==> config.mk <==
export PLATFORM = sky130hd
export DESIGN_NAME = pipelined_chunk_subtractor
export DESIGN_NICKNAME = d
export VERILOG_FILES = /design/src/rtl/chunk_sub_pkg.sv /design/src/rtl/chunk_borrow_slice.sv /design/src/rtl/pipelined_chunk_subtractor.sv
export SDC_FILE = /design/constraint.sdc
export NUM_CORES = 1
export LEC_CHECK = 0
export CORE_ASPECT_RATIO = 1.5
export CORE_MARGIN = 10
export CORE_UTILIZATION = 40
export DETAILED_ROUTE_END_ITERATION = 10
export PLACE_DENSITY_LB_ADDON = 0.12
export SLEW_MARGIN = 20
export SYNTH_ARGS = -nofsm -noshare
export SYNTH_HDL_FRONTEND = slang
export SYNTH_SLANG_ARGS = --single-unit
==> constraint.sdc <==
create_clock -name clk -period 3.5 [get_ports clk]
set_input_delay 0.525 -clock clk [delete_from_list [all_inputs] [get_ports clk]]
set_output_delay 0.525 -clock clk [all_outputs]
set_load 0.02 [all_outputs]
==> src/rtl/chunk_sub_pkg.sv <==
// Shared chunk geometry for the pipelined chunk subtractor: chunk width, stage count and
// the lane mask that trims a partial top chunk.
package chunk_sub_pkg;

    localparam int unsigned CHUNK_W = 8;

    typedef logic [CHUNK_W-1:0] chunk_t;

    function automatic int unsigned stages_f(input int unsigned width);
        return (width + CHUNK_W - 1) / CHUNK_W;
    endfunction

    // Only the top chunk can be partial; every other chunk uses all lanes.
    function automatic chunk_t lane_mask_f(input int unsigned width, input int unsigned stage);
        int unsigned rem;
        rem = width % CHUNK_W;
        if (rem != 0 && stage == stages_f(width) - 1) begin
            return chunk_t'((1 << rem) - 1);
        end
        return '1;
    endfunction

endpackage

==> src/rtl/chunk_borrow_slice.sv <==
// Combinational 8-lane subtract chunk in carry-chain form: S = x ^ ~y, DI = x, CI = ~borrow.
// Masked-off lanes pass the carry straight through, so borrow_o reflects the top used lane.
module chunk_borrow_slice
    import chunk_sub_pkg::*;
(
    input  chunk_t x_i,
    input  chunk_t y_i,
    input  logic   borrow_i,
    input  chunk_t mask_i,
    output chunk_t d_o,
    output logic   borrow_o
);

    chunk_t prop;
    logic   carry;

    always_comb begin
        prop  = x_i ^ ~y_i;
        carry = ~borrow_i;
        d_o   = '0;
        for (int i = 0; i < int'(CHUNK_W); i++) begin
            if (mask_i[i]) begin
                d_o[i] = prop[i] ^ carry;
                carry  = prop[i] ? carry : x_i[i];
            end
        end
        borrow_o = ~carry;
    end

endmodule

==> src/rtl/pipelined_chunk_subtractor.sv <==
// Wide unsigned subtractor d = x - y - borrow_in, resolving one 8-bit chunk per lockstep
// pipeline stage with the borrow registered between stages.
module pipelined_chunk_subtractor
    import chunk_sub_pkg::*;
#(
    parameter int unsigned WIDTH = 32
) (
    input  logic             clk,
    input  logic             rstn,
    input  logic             in_valid,
    output logic             in_ready,
    input  logic [WIDTH-1:0] x,
    input  logic [WIDTH-1:0] y,
    input  logic             borrow_in,
    output logic             out_valid,
    input  logic             out_ready,
    output logic [WIDTH-1:0] diff,
    output logic             borrow_out
);

    localparam int unsigned STAGES = stages_f(WIDTH);
    localparam int unsigned PAD_W  = STAGES * CHUNK_W;
    // Operand skew and partial results are triangular; both are packed flat, stage by stage.
    localparam int unsigned SKEW_W = (STAGES > 1) ? CHUNK_W * STAGES * (STAGES - 1) / 2 : 1;
    localparam int unsigned PART_W = CHUNK_W * STAGES * (STAGES + 1) / 2;

    logic              adv;
    logic              accept;
    logic [PAD_W-1:0]  x_pad;
    logic [PAD_W-1:0]  y_pad;
    logic [STAGES-1:0] valid_q, valid_d;
    logic [STAGES-1:0] borrow_q, borrow_d;
    logic [SKEW_W-1:0] x_skew_q, x_skew_d;
    logic [SKEW_W-1:0] y_skew_q, y_skew_d;
    logic [PART_W-1:0] part_q, part_d;

    chunk_t            chunk_x [STAGES];
    chunk_t            chunk_y [STAGES];
    chunk_t            chunk_d [STAGES];
    logic [STAGES-1:0] chunk_bin;
    logic [STAGES-1:0] chunk_bout;

    assign adv      = !out_valid || out_ready;
    assign in_ready = adv;
    assign accept   = in_valid && adv;
    assign x_pad    = PAD_W'(x);
    assign y_pad    = PAD_W'(y);

    for (genvar k = 0; k < STAGES; k++) begin : g_stage
        localparam int unsigned RemW    = PAD_W - CHUNK_W * (k + 1);
        localparam int unsigned SkOff   = k * PAD_W - CHUNK_W * k * (k + 1) / 2;
        localparam int unsigned PartW   = CHUNK_W * (k + 1);
        localparam int unsigned PartOff = CHUNK_W * k * (k + 1) / 2;
        localparam chunk_t      LaneMask = lane_mask_f(WIDTH, k);

        if (k == 0) begin : g_first
            assign chunk_x[0]   = x_pad[CHUNK_W-1:0];
            assign chunk_y[0]   = y_pad[CHUNK_W-1:0];
            assign chunk_bin[0] = borrow_in;
            assign valid_d[0]   = in_valid;
            // Data registers hold on idle cycles; only the valid bit clears.
            assign borrow_d[0]  = accept ? chunk_bout[0] : borrow_q[0];
            assign part_d[0 +: CHUNK_W] = accept ? chunk_d[0] : part_q[0 +: CHUNK_W];
            if (STAGES > 1) begin : g_skew
                assign x_skew_d[0 +: RemW] = accept ? x_pad[PAD_W-1:CHUNK_W] : x_skew_q[0 +: RemW];
                assign y_skew_d[0 +: RemW] = accept ? y_pad[PAD_W-1:CHUNK_W] : y_skew_q[0 +: RemW];
            end
        end else begin : g_rest
            localparam int unsigned PrevSkOff   = (k - 1) * PAD_W - CHUNK_W * (k - 1) * k / 2;
            localparam int unsigned PrevPartW   = CHUNK_W * k;
            localparam int unsigned PrevPartOff = CHUNK_W * (k - 1) * k / 2;

            assign chunk_x[k]   = x_skew_q[PrevSkOff +: CHUNK_W];
            assign chunk_y[k]   = y_skew_q[PrevSkOff +: CHUNK_W];
            assign chunk_bin[k] = borrow_q[k-1];
            assign valid_d[k]   = valid_q[k-1];
            assign borrow_d[k]  = chunk_bout[k];
            assign part_d[PartOff +: PartW] = {chunk_d[k], part_q[PrevPartOff +: PrevPartW]};
            if (k < STAGES - 1) begin : g_skew
                assign x_skew_d[SkOff +: RemW] = x_skew_q[PrevSkOff + CHUNK_W +: RemW];
                assign y_skew_d[SkOff +: RemW] = y_skew_q[PrevSkOff + CHUNK_W +: RemW];
            end
        end

        chunk_borrow_slice u_slice (
            .x_i      (chunk_x[k]),
            .y_i      (chunk_y[k]),
            .borrow_i (chunk_bin[k]),
            .mask_i   (LaneMask),
            .d_o      (chunk_d[k]),
            .borrow_o (chunk_bout[k])
        );
    end

    if (STAGES == 1) begin : g_no_skew
        assign x_skew_d = '0;
        assign y_skew_d = '0;
    end

    always_ff @(posedge clk or negedge rstn) begin
        if (!rstn) begin
            valid_q  <= '0;
            borrow_q <= '0;
            x_skew_q <= '0;
            y_skew_q <= '0;
            part_q   <= '0;
        end else if (adv) begin
            valid_q  <= valid_d;
            borrow_q <= borrow_d;
            x_skew_q <= x_skew_d;
            y_skew_q <= y_skew_d;
            part_q   <= part_d;
        end
    end

    assign out_valid  = valid_q[STAGES-1];
    assign borrow_out = borrow_q[STAGES-1];
    assign diff       = part_q[PART_W-PAD_W +: WIDTH];

endmodule

# --- Word-level counts from Yosys, hierarchy flattened ---
# Cells that the tools add are included.
op_classes:
  bitwise_logic: 48
  n_reduce_logical: 4
  muxes: 32
ops:
  columns: ["op", "n"]
  rows:
  - ["1-bit two-way mux", 32]
  - ["8-bit NOT", 4]
  - ["1-bit bitwise XOR", 32]
  - ["8-bit bitwise XOR", 4]
  - ["1-bit NOT", 8]
  - ["2-bit AND reduction", 1]
  - ["1-bit logical AND", 1]
  - ["1-bit logical NOT", 1]
  - ["1-bit logical OR", 1]
totals:
  out_inout_bits: 35
  elab_cells: 93
  reg_bits: 184
  in_bits: 69

# --- Logic depth before layout (Yosys ltp) ---
depth:
  ltp_word: 11
  mapped_depth: 9

# --- Modules after synthesis ---
# From an unflattened synthesis, not the netlist that was laid out.
unflattened:
  hier_cells: 712
  area_unflattened_um2: 9502.9
modules_own_cells:
  columns: ["mod", "seq_area_each_um2", "area_per_inst_um2", "instances", "cells_each"]
  rows:
  - ["pipelined_chunk_subtractor", 4604.4, 6970.4, 1, 392]
  - ["chunk_borrow_slice", 0.0, 633.1, 4, 80]

# --- Least setup slack after synthesis ---
# No wires, ideal clock.
synth_path:
  path_type: "input -> register"
  from: "input port x[1]"
  to: "register part_q[7]"
  path_stages: 7
  t_arrival_ps: 1925
  setup_slack_ps: 1449
  required_time_ps: 3374
  n_path_buf: 0
  setup_ps: 126
  cell_sequence: "nor2b_2 > o311ai_2 > a2111oi_1 > a211oi_2 > maj3_2 > xnor2_1 > o21ai_1"
synth_between:
  elab_chain_cells: 8
synth_lines:
  columns: ["element", "line_no", "source"]
  rows:
  - ["from (decl)", "pipelined_chunk_subtractor.sv:12", "input logic [WIDTH-1:0] x,"]
  - ["8-bit bitwise XOR", "chunk_borrow_slice.sv:18", "prop = x_i ^ ~y_i;"]
  - ["1-bit two-way mux * (6 in a row)", "chunk_borrow_slice.sv:24", "carry = prop[i] ? carry : x_i[i];"]
  - ["1-bit bitwise XOR *", "chunk_borrow_slice.sv:23", "d_o[i] = prop[i] ^ carry;"]
  - ["to (signal assigned)", "pipelined_chunk_subtractor.sv:112", "part_q <= part_d;"]
  - ["to (decl)", "pipelined_chunk_subtractor.sv:35", "logic [PART_W-1:0] part_q, part_d;"]
# Mark *: on every way between the ends. The rest lies on a longest branch, timed or not.
# A chain may end at the register's enable or synchronous reset.

# --- Worst setup path after layout ---
layout_path:
  from: "input port out_ready"
  to: "output port in_ready"
layout_between:
  elab_chain_cells: 1
layout_lines:
  columns: ["element", "line_no", "source"]
  rows:
  - ["from (decl)", "pipelined_chunk_subtractor.sv:16", "input logic out_ready,"]
  - ["1-bit logical OR", "pipelined_chunk_subtractor.sv:43", "assign adv = !out_valid || out_ready;"]
  - ["to (decl)", "pipelined_chunk_subtractor.sv:11", "output logic in_ready,"]
# Every way passes these cells.

==> metrics.txt <==
outcome complete, no violations; largest net degree at the start of global routing 91; vias in the first global route 5706; wire per inst 13.7 microns; DPL Wire Length 11.6 mm; post-DR vias/cell 4.64; syn_nets 903; Switching Share 0.356; Post-CTS Setup Bufs 0; layout cell share with drive strength beyond 1 0.113; Power Density 897 nW/um^2; Post-layout nets 999; cts repair resizes 0; core area 19900 sq um; Ports 104; cell row count 63; area leader, netlist dfrtp_1; initial drt markers 281; Synth top cells by count nand2_1 (320), dfrtp_1 (184), xnor2_1 (43); GRT overflow 0; Die ar. 26400 sq um; Die X 136 microns; clock root buffer clkbuf_16; Hold-fix buffers, CTS 0; Maximum Capacitance Violations 0; mux share of post-synthesis cell area 0.0571; DRC viols 0; Die H 194 microns; GR Util All Layers 0.132; first-pass GRT wire length 28.1 mm; RSZ-0062 raised after global routing no; Port Buf Inserts 103; Worst-Skew Late Latency 0.44 ns; max frequency 422 MHz; CTS tree built; count leader, synth nand2_1; R2R Path Start x_skew_q[40]; Synth Instances 834; Seq/Total Area, Yosys 0.569; Synth Area in Compound Gates 0.0700; synthesized area 8090 sq um; Slew headroom 0.403; Tmin final 2.37 ns; Bufs on Longest Clock Path 2; Starting Density 0.407; aggregate routed wire length 16.5 mm; FFs w/ async S/R, synth 1.00; area grow syn2layout 23.7%; largest family of logic cells by synthesized area simple AND/OR/NAND/NOR gates; Adder-Cell Fraction of Synth Area 0.0186; Period Utilization, post-route 0.678; Seq pwr share 0.407; Synth Register Bits 184; Final Hold Vio Count 0; Crit Path Category primary input to primary output; First-pass DRT Iterations 7; Logic pwr share 0.377; leading post-synthesis cells by cell area dfrtp_1 (57%), nand2_1 (15%), mux2_2 (5.7%); Antenna Nets Post-Route 0; Final Cell Area 10000 sq um; Slew Viols, Final 0; fraction of synthesized cell area in xor and xnor cells 0.0628; Max Clock Skew 0.0129 ns; placed cell area 9410 sq um; critical path data arrival time 1.85 ns; Least-Margin Pin Slew 0.896 ns; crit path launch out_ready; Worst VDD drop 0.441 mV; # setup viols final 0; CTS Buf Count 17; Syn Area/Cell 9.70 sq um; Critical Path RT 2.97 ns; EDFF count, synth 0; antenna violations before repair 0; vias 5578; Final Wtd Congestion 0.729; post-synth top area share 0.569; clock share of power 0.216; leakage dissipation 4.60 nW; TNS Setup 0 ns; dominant synthesized flop cell dfrtp_1; Internal 5.79 mW; Psw 3.19 mW; Post-Synth Simple-Gate Area 0.193; worst-path maximum fanout 5; CP startpoint kind primary input; YS warnings 0; ant diodes 0; Hold Path Class primary input to async pin; Synth cell types 44; # H-tree levels 4; WHS 0.127 ns; Crit. End Element primary output; clock-pin slew on the worst setup and hold paths 0.07 ns; # clock sinks 184
-- stage by stage --
stage	cells	power [mW]	util	worst slack, ns
floorplan	834	6.05	-	1.45
global placement	1171	7.09	0.473	0.864
detailed placement	1171	7.17	0.473	0.844
CTS	1203	9.15	0.504	1.10
global route	1203	9.77	0.504	1.08
finish	1203	8.98	0.504	1.13
-- metal layers --
| layer | wire (microns) | up-vias | track usage |
|---|---|---|---|
| li1 | - | 2862 | - |
| met1 | 7140 | 2619 | 0.162 |
| met2 | 8420 | 78 | 0.219 |
| met3 | 665 | 19 | 0.0335 |
| met4 | 227 | 0 | 0.0454 |
| met5 | 0 | - | 0 |
-- critical path: stages --
cell             delay, ns
clkdlybuf4s50_1       0.50
nor2b_4               0.06
inv_4                 0.07
clkdlybuf4s50_1       0.68
-- cell usage in the layout (no fill, tap or decap), drive strengths merged, types with 2 or more instances in the layout --
master / n
maj3: 14
nand4: 2
dfrtp: 184
o21bai: 3
mux2: 41
o2111ai: 2
xor2: 15
nand3: 2
o21ai: 45
buf: 10
clkdlybuf4s50: 102
o211ai: 3
a31oi: 7
nor2: 17
nand2: 320
nand3b: 2
or2: 2
clkinv: 4
a21oi: 22
inv: 29
o21ba: 2
a22oi: 2
clkbuf: 19
nor2b: 10
bufinv: 2
xnor2: 43
and2b: 2
and2: 7
clkinvlp: 4
nand2b: 17
-- sequential cells by signal, indices dropped and copies added (netlist names) --
register  flops
part_q       80
x_skew_q     48
y_skew_q     48
borrow_q      4
valid_q       4
-- final timing paths --
kind,slack (ns),to,cells past startpoint
min reg2reg,0.46,part_q[8],2
max reg2reg,1.39,part_q[78],7
max,1.13,in_ready,4
min,0.13,part_q[52],1
min in group clk,0.46,part_q[8],2
max in group asynchronous,2.43,x_skew_q[9],2
-- cells by family (layout without fill, tap and decap cells) --
logic type,Yosys count,after routing
AND/OR/NAND/NOR,382,382
flip-flops,184,184
AO/OA/AOI/OAI,94,94
buffers and inverters,61,170
XOR/XNOR,58,58
multiplexers,41,41
adder cells (fa/ha/maj),14,14
-- power by group through the flow --
stage / registers, mW / clock network, mW / logic (mW)
6_report: 3.66 / 1.94 / 3.38
5_1_grt: 3.80 / 2.09 / 3.88
4_1_cts: 3.67 / 2.00 / 3.48
3_5_place_dp: 3.71 / 0 / 3.46
3_3_place_gp: 3.68 / 0 / 3.41
2_1_floorplan: 3.80 / 0 / 2.25
-- cell type report --
class                   instances  area (sq um)
fillers                      1927          9850
flip-flops and latches        184          4600
multi-input cells             589          3260
repair buffers                113          1120
clock buffers                  18           439
well taps                     260           325
clock inverters                14           165
inverters                      25          96.3
No activity file was read; power rests on OpenSTA's default activity.
